[config.mk]
export PLATFORM = sky130hd
export DESIGN_NAME = pxie_c2h_reader
export DESIGN_NICKNAME = d
export VERILOG_FILES = /design/src/rtl/pxie_pkg.sv /design/src/rtl/pxie_c2h_fifo.sv /design/src/rtl/pxie_c2h_reader.sv
export SDC_FILE = /design/constraint.sdc
export NUM_CORES = 1
export LEC_CHECK = 0
export ABC_AREA = 1
export BUFFER_PORTS_ARGS = -buffer_cell sky130_fd_sc_hd__buf_2
export CAP_MARGIN = 25
export CORE_MARGIN = 5
export CORE_UTILIZATION = 65
export DETAILED_ROUTE_END_ITERATION = 6
export GPL_ROUTABILITY_DRIVEN = 0
export PLACE_DENSITY = 0.85
export SETUP_SLACK_MARGIN = 0.1
export SLEW_MARGIN = 15
export SYNTH_ARGS = -nofsm -noshare
export SYNTH_HDL_FRONTEND = slang
export SYNTH_SLANG_ARGS = --single-unit
export TNS_END_PERCENT = 1
[constraint.sdc]
create_clock -name I_PXIE_CLK -period 14.15 [get_ports I_PXIE_CLK]
set_clock_uncertainty 0.05 [all_clocks]
set_input_delay 2.83 -clock I_PXIE_CLK [delete_from_list [all_inputs] [get_ports I_PXIE_CLK]]
set_output_delay 2.83 -clock I_PXIE_CLK [all_outputs]
set_load 0.03 [all_outputs]
[src/rtl/pxie_pkg.sv]
// Shared constants, state encoding and header builder for the PXIE C2H path.
package pxie_pkg;

  localparam int C2H_WORD_W = 128;
  localparam logic [15:0] PXIE_HEAD_MAGIC = 16'heb9c;
  localparam logic [15:0] CMD_READCFG = 16'h1010;

  typedef enum logic [2:0] {
    ST_IDLE,
    ST_HEAD,
    ST_READ,
    ST_DRAIN,
    ST_DONE
  } c2h_state_t;

  function automatic logic [C2H_WORD_W-1:0] make_header(input logic [15:0] len,
                                                        input logic [15:0] addr);
    return {64'd0, PXIE_HEAD_MAGIC, len, addr, CMD_READCFG};
  endfunction

endpackage

[src/rtl/pxie_c2h_fifo.sv]
// Synchronous first-word fall-through FIFO; the head entry is always visible on dout.
module pxie_c2h_fifo #(
  parameter int WIDTH = 129,
  parameter int DEPTH = 8
) (
  input  logic                       I_PXIE_CLK,
  input  logic                       I_Rst_n,
  input  logic                       push,
  input  logic [WIDTH-1:0]           din,
  input  logic                       pop,
  output logic [WIDTH-1:0]           dout,
  output logic                       full,
  output logic                       empty,
  output logic [$clog2(DEPTH):0]     count
);

  localparam int AW = $clog2(DEPTH);

  logic [WIDTH-1:0] mem [DEPTH];
  logic [AW-1:0]    wr_ptr;
  logic [AW-1:0]    rd_ptr;
  logic [AW:0]      cnt;
  logic             do_push;
  logic             do_pop;

  assign full    = (cnt == (AW+1)'(DEPTH));
  assign empty   = (cnt == '0);
  assign count   = cnt;
  assign dout    = mem[rd_ptr];
  assign do_pop  = pop && !empty;
  assign do_push = push && (!full || do_pop);

  always_ff @(posedge I_PXIE_CLK) begin
    if (do_push) mem[wr_ptr] <= din;
  end

  always_ff @(posedge I_PXIE_CLK) begin
    if (!I_Rst_n) begin
      wr_ptr <= '0;
      rd_ptr <= '0;
      cnt    <= '0;
    end else begin
      if (do_push) wr_ptr <= wr_ptr + 1'b1;
      if (do_pop)  rd_ptr <= rd_ptr + 1'b1;
      unique case ({do_push, do_pop})
        2'b10:   cnt <= cnt + 1'b1;
        2'b01:   cnt <= cnt - 1'b1;
        default: cnt <= cnt;
      endcase
    end
  end

  // The reader's credit scheme must never push into a full FIFO without a pop.
  overflow_chk: assert property (@(posedge I_PXIE_CLK) disable iff (!I_Rst_n)
                                 !(push && full && !pop));

endmodule

[src/rtl/pxie_c2h_reader.sv]
// Reads a run of RAM words on a read-config request and streams them, behind a
// header word, to the C2H valid/ready interface.
module pxie_c2h_reader
  import pxie_pkg::*;
#(
  parameter int RD_LAT     = 2,
  parameter int FIFO_DEPTH = 8,
  parameter int ADDR_W     = 16
) (
  input  logic                  I_PXIE_CLK,
  input  logic                  I_Rst_n,
  input  logic [15:0]           I_c2h_addr,
  input  logic [15:0]           I_c2h_len,
  input  logic                  I_c2h_en,
  output logic [ADDR_W-1:0]     O_ram_addr,
  output logic                  O_ram_rden,
  input  logic [C2H_WORD_W-1:0] I_ram_data,
  output logic [C2H_WORD_W-1:0] O_C2H_DATA,
  output logic                  O_C2H_DATA_VLD,
  input  logic                  I_C2H_READY,
  output logic                  O_C2H_LAST,
  output logic                  O_busy,
  output logic                  O_done,
  output logic                  O_req_drop
);

  localparam int CW = $clog2(FIFO_DEPTH) + 1;

  c2h_state_t state, state_nxt;

  logic              en_q;
  logic [15:0]       addr_q;
  logic [15:0]       len_q;
  logic [ADDR_W-1:0] rd_addr;
  logic [16:0]       issued_cnt;
  logic [16:0]       acc_cnt;
  logic [16:0]       frame_words;
  logic [RD_LAT-1:0] rd_pipe;
  logic [RD_LAT-1:0] last_pipe;
  logic              req_drop_q;

  logic              en_rise;
  logic              accept;
  logic              rden;
  logic              rden_last;
  logic              head_push;
  logic              pop_fire;
  logic              fifo_push;
  logic [C2H_WORD_W:0] fifo_din;
  logic [C2H_WORD_W:0] fifo_dout;
  logic              fifo_full;
  logic              fifo_empty;
  logic [CW-1:0]     fifo_count;
  logic [CW-1:0]     inflight;
  logic [CW:0]       credit_used;

  assign en_rise     = I_c2h_en & ~en_q;
  assign accept      = en_rise && (state == ST_IDLE);
  assign frame_words = {1'b0, len_q} + 17'd1;
  assign pop_fire    = I_C2H_READY && !fifo_empty;
  assign head_push   = (state == ST_HEAD) && !fifo_full;

  always_comb begin
    inflight = '0;
    for (int i = 0; i < RD_LAT; i++) inflight = inflight + {{(CW-1){1'b0}}, rd_pipe[i]};
  end

  // Reads in flight already own a FIFO slot, so the sum never exceeds the depth.
  assign credit_used = {1'b0, fifo_count} + {1'b0, inflight};
  assign rden        = (state == ST_READ) && (issued_cnt < {1'b0, len_q}) &&
                       (credit_used < (CW+1)'(FIFO_DEPTH));
  assign rden_last   = rden && ((issued_cnt + 17'd1) == {1'b0, len_q});

  always_comb begin
    fifo_push = rd_pipe[RD_LAT-1];
    fifo_din  = {last_pipe[RD_LAT-1], I_ram_data};
    if (head_push) begin
      fifo_push = 1'b1;
      fifo_din  = {(len_q == 16'd0), make_header(len_q, addr_q)};
    end
  end

  always_ff @(posedge I_PXIE_CLK) begin
    if (!I_Rst_n) state <= ST_IDLE;
    else          state <= state_nxt;
  end

  always_comb begin
    state_nxt = state;
    unique case (state)
      ST_IDLE:  if (accept) state_nxt = ST_HEAD;
      ST_HEAD:  if (!fifo_full) state_nxt = (len_q == 16'd0) ? ST_DRAIN : ST_READ;
      ST_READ:  if (rden_last) state_nxt = ST_DRAIN;
      ST_DRAIN: if ((acc_cnt == frame_words) ||
                    (pop_fire && ((acc_cnt + 17'd1) == frame_words))) state_nxt = ST_DONE;
      ST_DONE:  state_nxt = ST_IDLE;
      default:  state_nxt = ST_IDLE;
    endcase
  end

  always_ff @(posedge I_PXIE_CLK) begin
    if (!I_Rst_n) begin
      en_q       <= 1'b0;
      req_drop_q <= 1'b0;
      addr_q     <= '0;
      len_q      <= '0;
      rd_addr    <= '0;
      issued_cnt <= '0;
      acc_cnt    <= '0;
      rd_pipe    <= '0;
      last_pipe  <= '0;
    end else begin
      en_q       <= I_c2h_en;
      req_drop_q <= en_rise && (state != ST_IDLE);
      if (accept) begin
        addr_q     <= I_c2h_addr;
        len_q      <= I_c2h_len;
        rd_addr    <= ADDR_W'(I_c2h_addr);
        issued_cnt <= '0;
        acc_cnt    <= '0;
      end else begin
        if (rden) begin
          rd_addr    <= rd_addr + 1'b1;
          issued_cnt <= issued_cnt + 17'd1;
        end
        if (pop_fire && (state != ST_IDLE)) acc_cnt <= acc_cnt + 17'd1;
      end
      rd_pipe[0]   <= rden;
      last_pipe[0] <= rden_last;
      for (int i = 1; i < RD_LAT; i++) begin
        rd_pipe[i]   <= rd_pipe[i-1];
        last_pipe[i] <= last_pipe[i-1];
      end
    end
  end

  pxie_c2h_fifo #(
    .WIDTH (C2H_WORD_W + 1),
    .DEPTH (FIFO_DEPTH)
  ) u_fifo (
    .I_PXIE_CLK (I_PXIE_CLK),
    .I_Rst_n    (I_Rst_n),
    .push       (fifo_push),
    .din        (fifo_din),
    .pop        (I_C2H_READY),
    .dout       (fifo_dout),
    .full       (fifo_full),
    .empty      (fifo_empty),
    .count      (fifo_count)
  );

  assign O_ram_addr     = rd_addr;
  assign O_ram_rden     = rden;
  assign O_C2H_DATA_VLD = !fifo_empty;
  assign O_C2H_DATA     = fifo_empty ? '0 : fifo_dout[C2H_WORD_W-1:0];
  assign O_C2H_LAST     = !fifo_empty && fifo_dout[C2H_WORD_W];
  assign O_busy         = (state == ST_HEAD) || (state == ST_READ) || (state == ST_DRAIN);
  assign O_done         = (state == ST_DONE);
  assign O_req_drop     = req_drop_q;

endmodule

Yosys cells after proc, flatten, opt, wreduce, memory -nomap -nowiden
Memories as Yosys holds them, arrays and structs flattened. A register that Yosys moved wholly into a read port is not among the register bits.
Index checks and enable logic that the tools add are counted.

cells by class
  reductions and logical operators = 25
  bitwise operators = 3
  $add $sub $neg = 10
  eq/ne operators = 14
  magnitude comparators = 2
  mux-type cells = 16

operators with widths
  kind                   number
  $mux 129               1
  $mux 128               1
  $add 17x1->17 const B  2
  $eq 17x17->1           2
  $mux 16                2
  $mux 3                 6
  $add 16x1->17 const B  1
  $eq 17x16->1           1
  $lt 17x16->1           1
  $add 16x1->16 const B  1
  $logic_not 16->1       1
  $pmux 3 s4             1
  $logic_and 1x1->1      11
  $ne 2x2->1 const B     4
  $pmux 4 s2             1
  $add 3x1->3 const B    2
  $eq 3x2->1 const B     2
  $add 4x2->5            1
  $lt 5x4->1 const B     1
  $add 4x1->4 const B    1
  $eq 4x4->1 const B     1
  $logic_not 4->1        1
  $logic_or 1x1->1       4
  $mux 1                 4
  other kinds (14)       17

storage, ports and cells
  bits in writable memories = 1032
  memories = 1
  register bits after elaboration = 101

memory list
  name        depth  bits a word  rd ports  clocked after Yosys merged registers in  write ports  line                 source
  u_fifo.mem  8      129          1         1                                        1            pxie_c2h_fifo.sv:19  logic [WIDTH-1:0] mem [DEPTH];

Longest topological paths before layout
Gate-level depths: netlist of the first run.

  depth after elaboration = 7
  depth in mapped cells = 18

Modules after synthesis
From an unflattened synthesis of the first run, not the netlist that was laid out.

second synthesis, totals
  cells, all modules = 4287
  area, all modules = 48894.4 µm²

by module, submodules not included
  module           sequential area each (µm²)  times used  area each (µm²)  cells an instance
  pxie_c2h_fifo    31250.0                     1           40496.3          2721
  pxie_c2h_reader  1821.7                      1           8398.1           1566

Worst setup path before layout of the first run
No wires, ideal clock.

  path kind = in2reg
  start point = input port I_C2H_READY
  end point = memory u_fifo.mem[0][0] (enable)
  arrival time = 8.539 ns
  path slack = 4.943 ns
  setup time = 0.619 ns
  stages = 4
  path buffers = 0
  cells stage by stage = o22ai_1 -> inv_2 -> nand2_1 -> nor2_1

on the way
  longest elaborated chain between the ends = 5

RTL lines
  element                       line                   source
  start: declaration            pxie_c2h_reader.sv:20  input logic I_C2H_READY,
  $logic_and 1x1->1             pxie_c2h_fifo.sv:30    assign do_pop = pop && !empty;
  $logic_or 1x1->1              pxie_c2h_fifo.sv:31    assign do_push = push && (!full || do_pop);
  $logic_and 1x1->1             pxie_c2h_fifo.sv:31
  $mux 1                        pxie_c2h_fifo.sv:34    if (do_push) mem[wr_ptr] <= din;
  $mux 1 (not written as such)  pxie_c2h_fifo.sv:34
  end: declaration              pxie_c2h_fifo.sv:19

No other way between the ends.

==> flow_metrics.py, run 1 <==
metrics = {
    "critical_path": {
        "worst_r2r_startpoint": "state[2]",
        "crit_path_cell_trace": "buf_4, buf_12, buf_4, o21ai_0, o22ai_1, o21ai_0, a31oi_1, buf_2",
        "rr_worst_depth": 8,
        "timing.critical_path.buf_inv": 4,
        "cp-start-kind": "flop",
        "worstSetupEndpointType": "output pin",
        "critPathArrivalTime_ns": 4.93,
        "cp_slowest_stage_delay_ns": 0.89,
        "worst_r2r_dst": "u_fifo.mem[2][96]",
        "cp.required_ns": 11.27,
        "worstSetupPathType": "flop to output pin",
        "path_max_fanout": 215,
        "critPathTopFamily": "buffers and inverters",
        "critical-path-slowest-cell": "sky130_fd_sc_hd__buf_4",
        "reg2reg_slack_ns": 9.72,
    },
    "yosys": {
        "combinational_family_with_the_most_area_after_synthesis": "simple AND/OR/NAND/NOR gates",
        "synth-edff-count": 1032,
        "yosys.area_share.xor_xnor": 0.003124,
        "postSynth.topFlopCell": "sky130_fd_sc_hd__edfxtp_1",
        "syn_inst": 4343,
        "yosys.area_share.adder": 0.007507,
        "synth_compound_area_frac": 0.1254,
        "synth.net_count": 4535,
        "number_of_flip_flops_and_latches_in_the_synthesized_netlist": 1136,
        "synth_warnings": 0,
        "synth.avg_cell_area_sq_um": 10.98,
        "syn_area_sq_um": 47670,
        "post_synth_num_cell_types": 44,
        "ys_async_sr_fraction": 0,
        "synth_simple_gate_area_share": 0.1307,
        "seq_area_frac_synth": 0.6938,
        "synth_mux_area_frac": 0,
    },
    "clock_network": {
        "post_cts_resize_count": 0,
        "clkSinkCount": 1136,
        "clock_tree.buffer_depth": 3,
        "cts_hold_fix_bufs": 0,
        "post_cts_setup_bufs": 0,
        "clk_pin_slew_ns": 0.06,
        "clock_tree.root_cell": "sky130_fd_sc_hd__clkbuf_16",
        "clock_latency_on_the_worst_skew_pair_ns": 0.67,
        "cts_tree": "yes",
        "htreeDepth": 3,
        "cts_inserted_buffers": 107,
    },
    "finish": {
        "final_core_utilization": 0.7355,
        "area_growth_pct": 12.38,
        "layout_common_cells": "sky130_fd_sc_hd__edfxtp_1 (1032), sky130_fd_sc_hd__nor2_1 (980), sky130_fd_sc_hd__o21ai_0 (755), sky130_fd_sc_hd__nand2_1 (375), sky130_fd_sc_hd__buf_2 (316)",
        "stdcell_area_sq_um": 53570,
        "layout.cells.most_common": "sky130_fd_sc_hd__edfxtp_1",
        "drive_above_1_share": 0.1212,
        "layout.nets": 4739,
    },
    "drt": {
        "vias_per_cell": 6.257,
        "initialDrtViolationCount": 4230,
        "count_of_nets_left_with_antenna_violations_after_detail_routing": 0,
        "routed_length_per_placed_instance_um": 21.46,
        "wirelength_mm": 120.2,
        "vias": 35050,
        "total_iterations_of_the_first_detailed_routing_run": 6,
        "post-route-drc-count": 0,
    },
    "power": {
        "internal_power_w": 0.007120,
        "power.density_cell_area_nw_per_um2": 221.5,
        "logic_pwr_share": 0.375,
        "vdd_ir_drop_max_mv": 0.2216,
        "p_switching_w": 0.004744,
        "power.share.sequential": 0.381,
        "power.switching_fraction": 0.3999,
        "clkPwrFrac": 0.243,
        "power_leakage_nw": 19.32,
    },
    "timing": {
        "layout_worst_path_cycle_share": 0.5523,
        "rsz0062_at_grt": "false",
        "max-slew-margin-rel": 0.2743,
        "final_max_slew_viol_count": 0,
        "hold_viol_final": 0,
        "fmax_mhz": 128.0,
        "timing.final.setup_violations": 0,
        "min_period_ns": 7.814,
        "worst_slew_pin_slew_ns": 1.089,
        "final.setup.tns_ns": 0,
    },
    "global_route": {
        "grt_pass1_vias": 33950,
        "grt-ovfl-total": 0,
        "grt_pass1_wl_mm": 182.1,
        "grt_start_max_net_pins": 216,
        "initial_antenna_violation_count": 7,
        "groute.usage.overall": 0.2937,
    },
    "die": {
        "die_h_um": 280.8,
        "boundaryPins": 314,
        "std_cell_rows": 99,
        "initial_utilization": 0.6544,
        "core-area_sq_um": 72830,
        "die_w_um": 280.8,
        "fp.dieArea_sq_um": 78850,
    },
    "worst_hold_path": {
        "holdPathEnd": "last_pipe[1]",
        "hold_path_startpoint": "last_pipe[0]",
        "timing.hold.worst.class": "flop to flop",
        "holdPathStages": 2,
    },
    "job": {
        "total_of_max_cap_violations": 0,
    },
    "placement": {
        "hpwlAfterDp_mm": 61.70,
        "placement.cell_area_sq_um": 49870,
        "place.port_buffers": 313,
    },
    "status": {
        "outcome": "complete, no violations",
    },
}
[synth_stat cells (27+ instances only)]
library cell	count	area, sq um
sky130_fd_sc_hd__dfxtp_1	104	2082
sky130_fd_sc_hd__o21ai_0	756	3784
sky130_fd_sc_hd__nand4_1	33	206.5
sky130_fd_sc_hd__ha_1	27	337.8
sky130_fd_sc_hd__nand3_1	107	535.5
sky130_fd_sc_hd__a31oi_1	137	857.1
sky130_fd_sc_hd__a21oi_1	53	265.3
sky130_fd_sc_hd__nor2_1	989	3712
sky130_fd_sc_hd__inv_1	231	867.1
sky130_fd_sc_hd__o22ai_1	147	919.6
sky130_fd_sc_hd__clkbuf_1	229	859.6
sky130_fd_sc_hd__edfxtp_1	1032	30990
sky130_fd_sc_hd__nand2_1	377	1415
[how the worst max path moves through the flow]
stage,start,slack [ns],to,depth (start not counted)
detailed placement,flop,7.10,O_C2H_DATA[112],8
global route,flop,6.05,O_C2H_DATA[112],8
floorplan,I_C2H_READY,4.94,u_fifo.mem[0][0],4
finish,flop,6.34,O_C2H_DATA[112],8
global placement,flop,7.28,O_C2H_DATA[107],8
CTS,flop,6.38,O_C2H_DATA[112],8
[cells by family after synthesis]
family	after synthesis
AOI/OAI and AO/OA	1112
xor gates and xnor gates	17
adders and majority gates	28
buffers and inverters	495
DFF	1136
and+or+nand+nor	1555
[final cells by class]
| class | instances | area (sq um) |
|---|---|---|
| repair buffers | 352 | 2004 |
| flip-flops and latches | 1136 | 33080 |
| fillers | 4546 | 19270 |
| clock buffers | 138 | 2867 |
| multi-input cells | 2712 | 12780 |
| diodes | 5 | 12.51 |
| clock inverters | 61 | 701.9 |
| well taps | 959 | 1200 |
| inverters | 238 | 918.4 |
[state kept, by name, summed over array words and instances (netlist names), 3 cells and up, named ones only]
name / cells
u_fifo.mem: 1032
state: 3
addr_q: 16
O_ram_addr: 16
issued_cnt: 17
u_fifo.rd_ptr: 3
u_fifo.count: 4
len_q: 16
u_fifo.wr_ptr: 3
acc_cnt: 17
[tightest hold or removal path: stages (launching register included)]
cell and delay [ns]:
sky130_fd_sc_hd__dfxtp_1 0.31, sky130_fd_sc_hd__nand2_1 0.06, sky130_fd_sc_hd__inv_1 0.04
[layer usage]
metal	GRT usage	vias to the layer above	routed length (um)
li1	-	15790	-
met1	0.3959	16660	44740
met2	0.4791	2259	57870
met3	0.05184	339	13020
met4	0.1266	0	4539
met5	0	-	0
[per-stage QoR]
step	power [W]	setup WS, ns	hold slack (ns)	instances
after floorplan	0.007559	4.943	0.3405	4343
after global placement	0.008756	7.279	0.3605	5386
after detailed placement	0.008901	7.102	0.3728	5388
after CTS	0.01180	6.379	0.3968	5587
after global routing	0.01242	6.050	0.4254	5599
final	0.01186	6.336	0.3961	5601
[power groups by stage]
stage	sequential [W]	combinational, W	clock, W
floorplan	0.00458	0.00298	0
global placement	0.00456	0.00419	0
detailed placement	0.00458	0.00432	0
CTS	0.00452	0.00437	0.00291
global route	0.00455	0.00481	0.00306
finish	0.00452	0.00445	0.00289
Note: power is estimated with default switching activity, not from simulation.
==> run 2: changes to the inputs <==
--- a/config.mk
+++ b/config.mk
@@ -9,10 +9,10 @@
 export BUFFER_PORTS_ARGS = -buffer_cell sky130_fd_sc_hd__buf_2
 export CAP_MARGIN = 25
 export CORE_MARGIN = 5
-export CORE_UTILIZATION = 65
+export CORE_UTILIZATION = 55
 export DETAILED_ROUTE_END_ITERATION = 6
 export GPL_ROUTABILITY_DRIVEN = 0
-export PLACE_DENSITY = 0.85
+export PLACE_DENSITY = 0.76
 export SETUP_SLACK_MARGIN = 0.1
 export SLEW_MARGIN = 15
 export SYNTH_ARGS = -nofsm -noshare
==> constraint.sdc (replaced) <==
create_clock -name I_PXIE_CLK -period 6.6 [get_ports I_PXIE_CLK]
set_clock_uncertainty 0.05 [all_clocks]
set_input_delay 1.32 -clock I_PXIE_CLK [delete_from_list [all_inputs] [get_ports I_PXIE_CLK]]
set_output_delay 1.32 -clock I_PXIE_CLK [all_outputs]
set_load 0.03 [all_outputs]
==> run 2 against run 1 <==
  * Sequential power rose by 110%
  * First-iteration DRC count fell by 6.7%
  * Clock power rose by 110%
  * Wire length rose by 0.75%
  * Global-route usage fell by 4.3 points
  * Die area rose by 18%
  * Core utilization fell by 11 points
  * Non-clock buffer count rose by 12
  * Count of clock-buffer cells in the layout rose by 3
  * Combinational power rose by 110%
  * Setup slack got worse by 4.7 ns
  * Critical path depth fell by 1
==> flow_metrics.py, run 2 (synthesis gave the netlist of run 1 again) <==
metrics = {
    "finish": {
        "regMostFlops": "u_fifo.mem",
        "largest_register_ff_count": 1032,
        "final_core_utilization": 0.6245,
        "drive_above_1_share": 0.1229,
        "top_regs": "u_fifo.mem: 1032 flops, acc_cnt: 17 flops, issued_cnt: 17 flops",
        "layout.cells.most_common": "sky130_fd_sc_hd__edfxtp_1",
        "layout_common_cells": "sky130_fd_sc_hd__edfxtp_1 (1032), sky130_fd_sc_hd__nor2_1 (980), sky130_fd_sc_hd__o21ai_0 (755), sky130_fd_sc_hd__nand2_1 (375), sky130_fd_sc_hd__buf_2 (314)",
        "layout.nets": 4752,
        "area_growth_pct": 13.13,
    },
    "critical_path": {
        "worstSetupPathType": "flop to output pin",
        "path_common_cell": "sky130_fd_sc_hd__o21ai_0",
        "path_max_fanout": 138,
        "cp.required_ns": 5.23,
        "worstSetupEndpointType": "output pin",
        "critical-path-slowest-cell": "sky130_fd_sc_hd__inv_8",
        "cp-start-kind": "flop",
        "crit_path_cell_trace": "inv_8, buf_12, o21ai_0, o22ai_1, o21ai_0, a31oi_1, buf_2",
        "critPathArrivalTime_ns": 3.56,
        "cp_slowest_stage_delay_ns": 0.72,
    },
    "clock_network": {
        "cts_tree": "yes",
        "post_cts_resize_count": 0,
        "clock_latency_on_the_worst_skew_pair_ns": 0.68,
        "post_cts_setup_bufs": 0,
        "cts_inserted_buffers": 108,
        "cts_hold_fix_bufs": 0,
        "clock_tree.root_cell": "sky130_fd_sc_hd__clkbuf_16",
        "clk_pin_slew_ns": 0.06,
        "clkSinkCount": 1136,
        "clock_tree.buffer_depth": 3,
        "htreeDepth": 3,
    },
    "timing": {
        "layout_worst_path_cycle_share": 0.7465,
        "final.setup.tns_ns": 0,
        "fmax_mhz": 203.0,
        "timing.final.setup_violations": 0,
        "max-slew-margin-rel": 0.1647,
        "min_period_ns": 4.927,
        "rsz0062_at_grt": "false",
        "hold_viol_final": 0,
        "final.setup.worst_slack_ns": 1.673,
        "final_max_slew_viol_count": 0,
        "finalHoldWorstSlack_ns": 0.3975,
        "worst_slew_pin_slew_ns": 1.253,
    },
    "job": {
        "total_of_max_cap_violations": 0,
    },
    "power": {
        "clkPwrFrac": 0.243,
        "p_switching_w": 0.01014,
        "power.switching_fraction": 0.3992,
        "vdd_ir_drop_max_mv": 0.4477,
        "power.density_cell_area_nw_per_um2": 471.1,
        "power.share.sequential": 0.382,
        "logic_pwr_share": 0.375,
        "internal_power_w": 0.01526,
        "power_leakage_nw": 19.39,
    },
    "global_route": {
        "groute.usage.overall": 0.2505,
        "grt_pass1_wl_mm": 184.7,
        "grt-ovfl-total": 0,
        "initial_antenna_violation_count": 0,
        "grt_pass1_vias": 32600,
        "grt_start_max_net_pins": 222,
    },
    "die": {
        "initial_utilization": 0.5520,
        "die_w_um": 304.4,
        "boundaryPins": 314,
        "std_cell_rows": 108,
        "die_h_um": 304.4,
        "core-area_sq_um": 86350,
        "fp.dieArea_sq_um": 92650,
    },
    "drt": {
        "vias": 34300,
        "wirelength_mm": 121.1,
        "post-route-drc-count": 0,
        "routed_length_per_placed_instance_um": 20.84,
        "initialDrtViolationCount": 3946,
        "vias_per_cell": 5.905,
        "count_of_nets_left_with_antenna_violations_after_detail_routing": 0,
        "total_iterations_of_the_first_detailed_routing_run": 6,
    },
    "placement": {
        "hpwlAfterDp_mm": 65.80,
        "place.port_buffers": 313,
        "pre_cts_ws_ns": 2.318,
    },
    "worst_hold_path": {
        "timing.hold.worst.class": "flop to flop",
    },
    "status": {
        "outcome": "complete, no violations",
    },
}
[run 2: changes by cell type in the layout (fill, tap and decap cells not counted), sizes merged]
| cell | change |
|---|---|
| buf | +12 |
| bufinv | -1 |
| clkbuf | +3 |
| clkinv | -1 |
| clkinvlp | +1 |
| diode | -4 |
| inv | +2 |
[run 2: worst paths after layout]
check        slack, ns         start            endpoint  cells past startpoint
max               1.67          flop      O_C2H_DATA[69]                      7
min               0.40  last_pipe[0]        last_pipe[1]                      2
max reg2reg       2.36      state[0]  u_fifo.mem[7][121]                     10
min reg2reg       0.40  last_pipe[0]        last_pipe[1]                      2
[run 2: routing by layer]
| layer | global-route usage | share of wire | vias to the layer above |
|---|---|---|---|
| met3 | 0.04016 | 0.091 | 238 |
| li1 | - | - | 15810 |
| met2 | 0.4093 | 0.48 | 1700 |
| met4 | 0.07923 | 0.028 | 0 |
| met1 | 0.3506 | 0.41 | 16560 |
| met5 | 0 | 0 | - |
[run 2: cell type report]
cell class	instances	area (sq um)
Inverter	238	918.4
Tap cell	1155	1445
Clock inverter	62	659.4
Multi-Input combinational cell	2712	12780
Antenna cell	1	2.502
Clock buffer	141	2889
Fill cell	6506	32420
Sequential cell	1136	33080
Timing Repair Buffer	364	2147
[run 2: power by group through the flow]
stage / Clock, W / Combinational (W) / Sequential [W]
final: 0.00617 / 0.00954 / 0.00969
after CTS: 0.00627 / 0.00950 / 0.00968
after global placement: 0 / 0.00928 / 0.00980
after global routing: 0.00658 / 0.0104 / 0.00976
after floorplan: 0 / 0.00638 / 0.00982
after detailed placement: 0 / 0.00945 / 0.00983
[run 2: per-stage QoR]
| stage | instance area [sq um] | power [W] | std cells |
|---|---|---|---|
| final | 53930 | 0.02541 | 5809 |
| after floorplan | 47670 | 0.01621 | 4343 |
| after global placement | 50310 | 0.01908 | 5596 |
| after detailed placement | 50330 | 0.01928 | 5599 |
| after global routing | 53920 | 0.02670 | 5808 |
| after CTS | 53880 | 0.02545 | 5802 |
[run 2: critical path, delay by kind of cell (launching register included)]
family          cells  cell delay [ns]
flops               1             0.54
compound gates      4             0.79
buf+inv             3             1.47
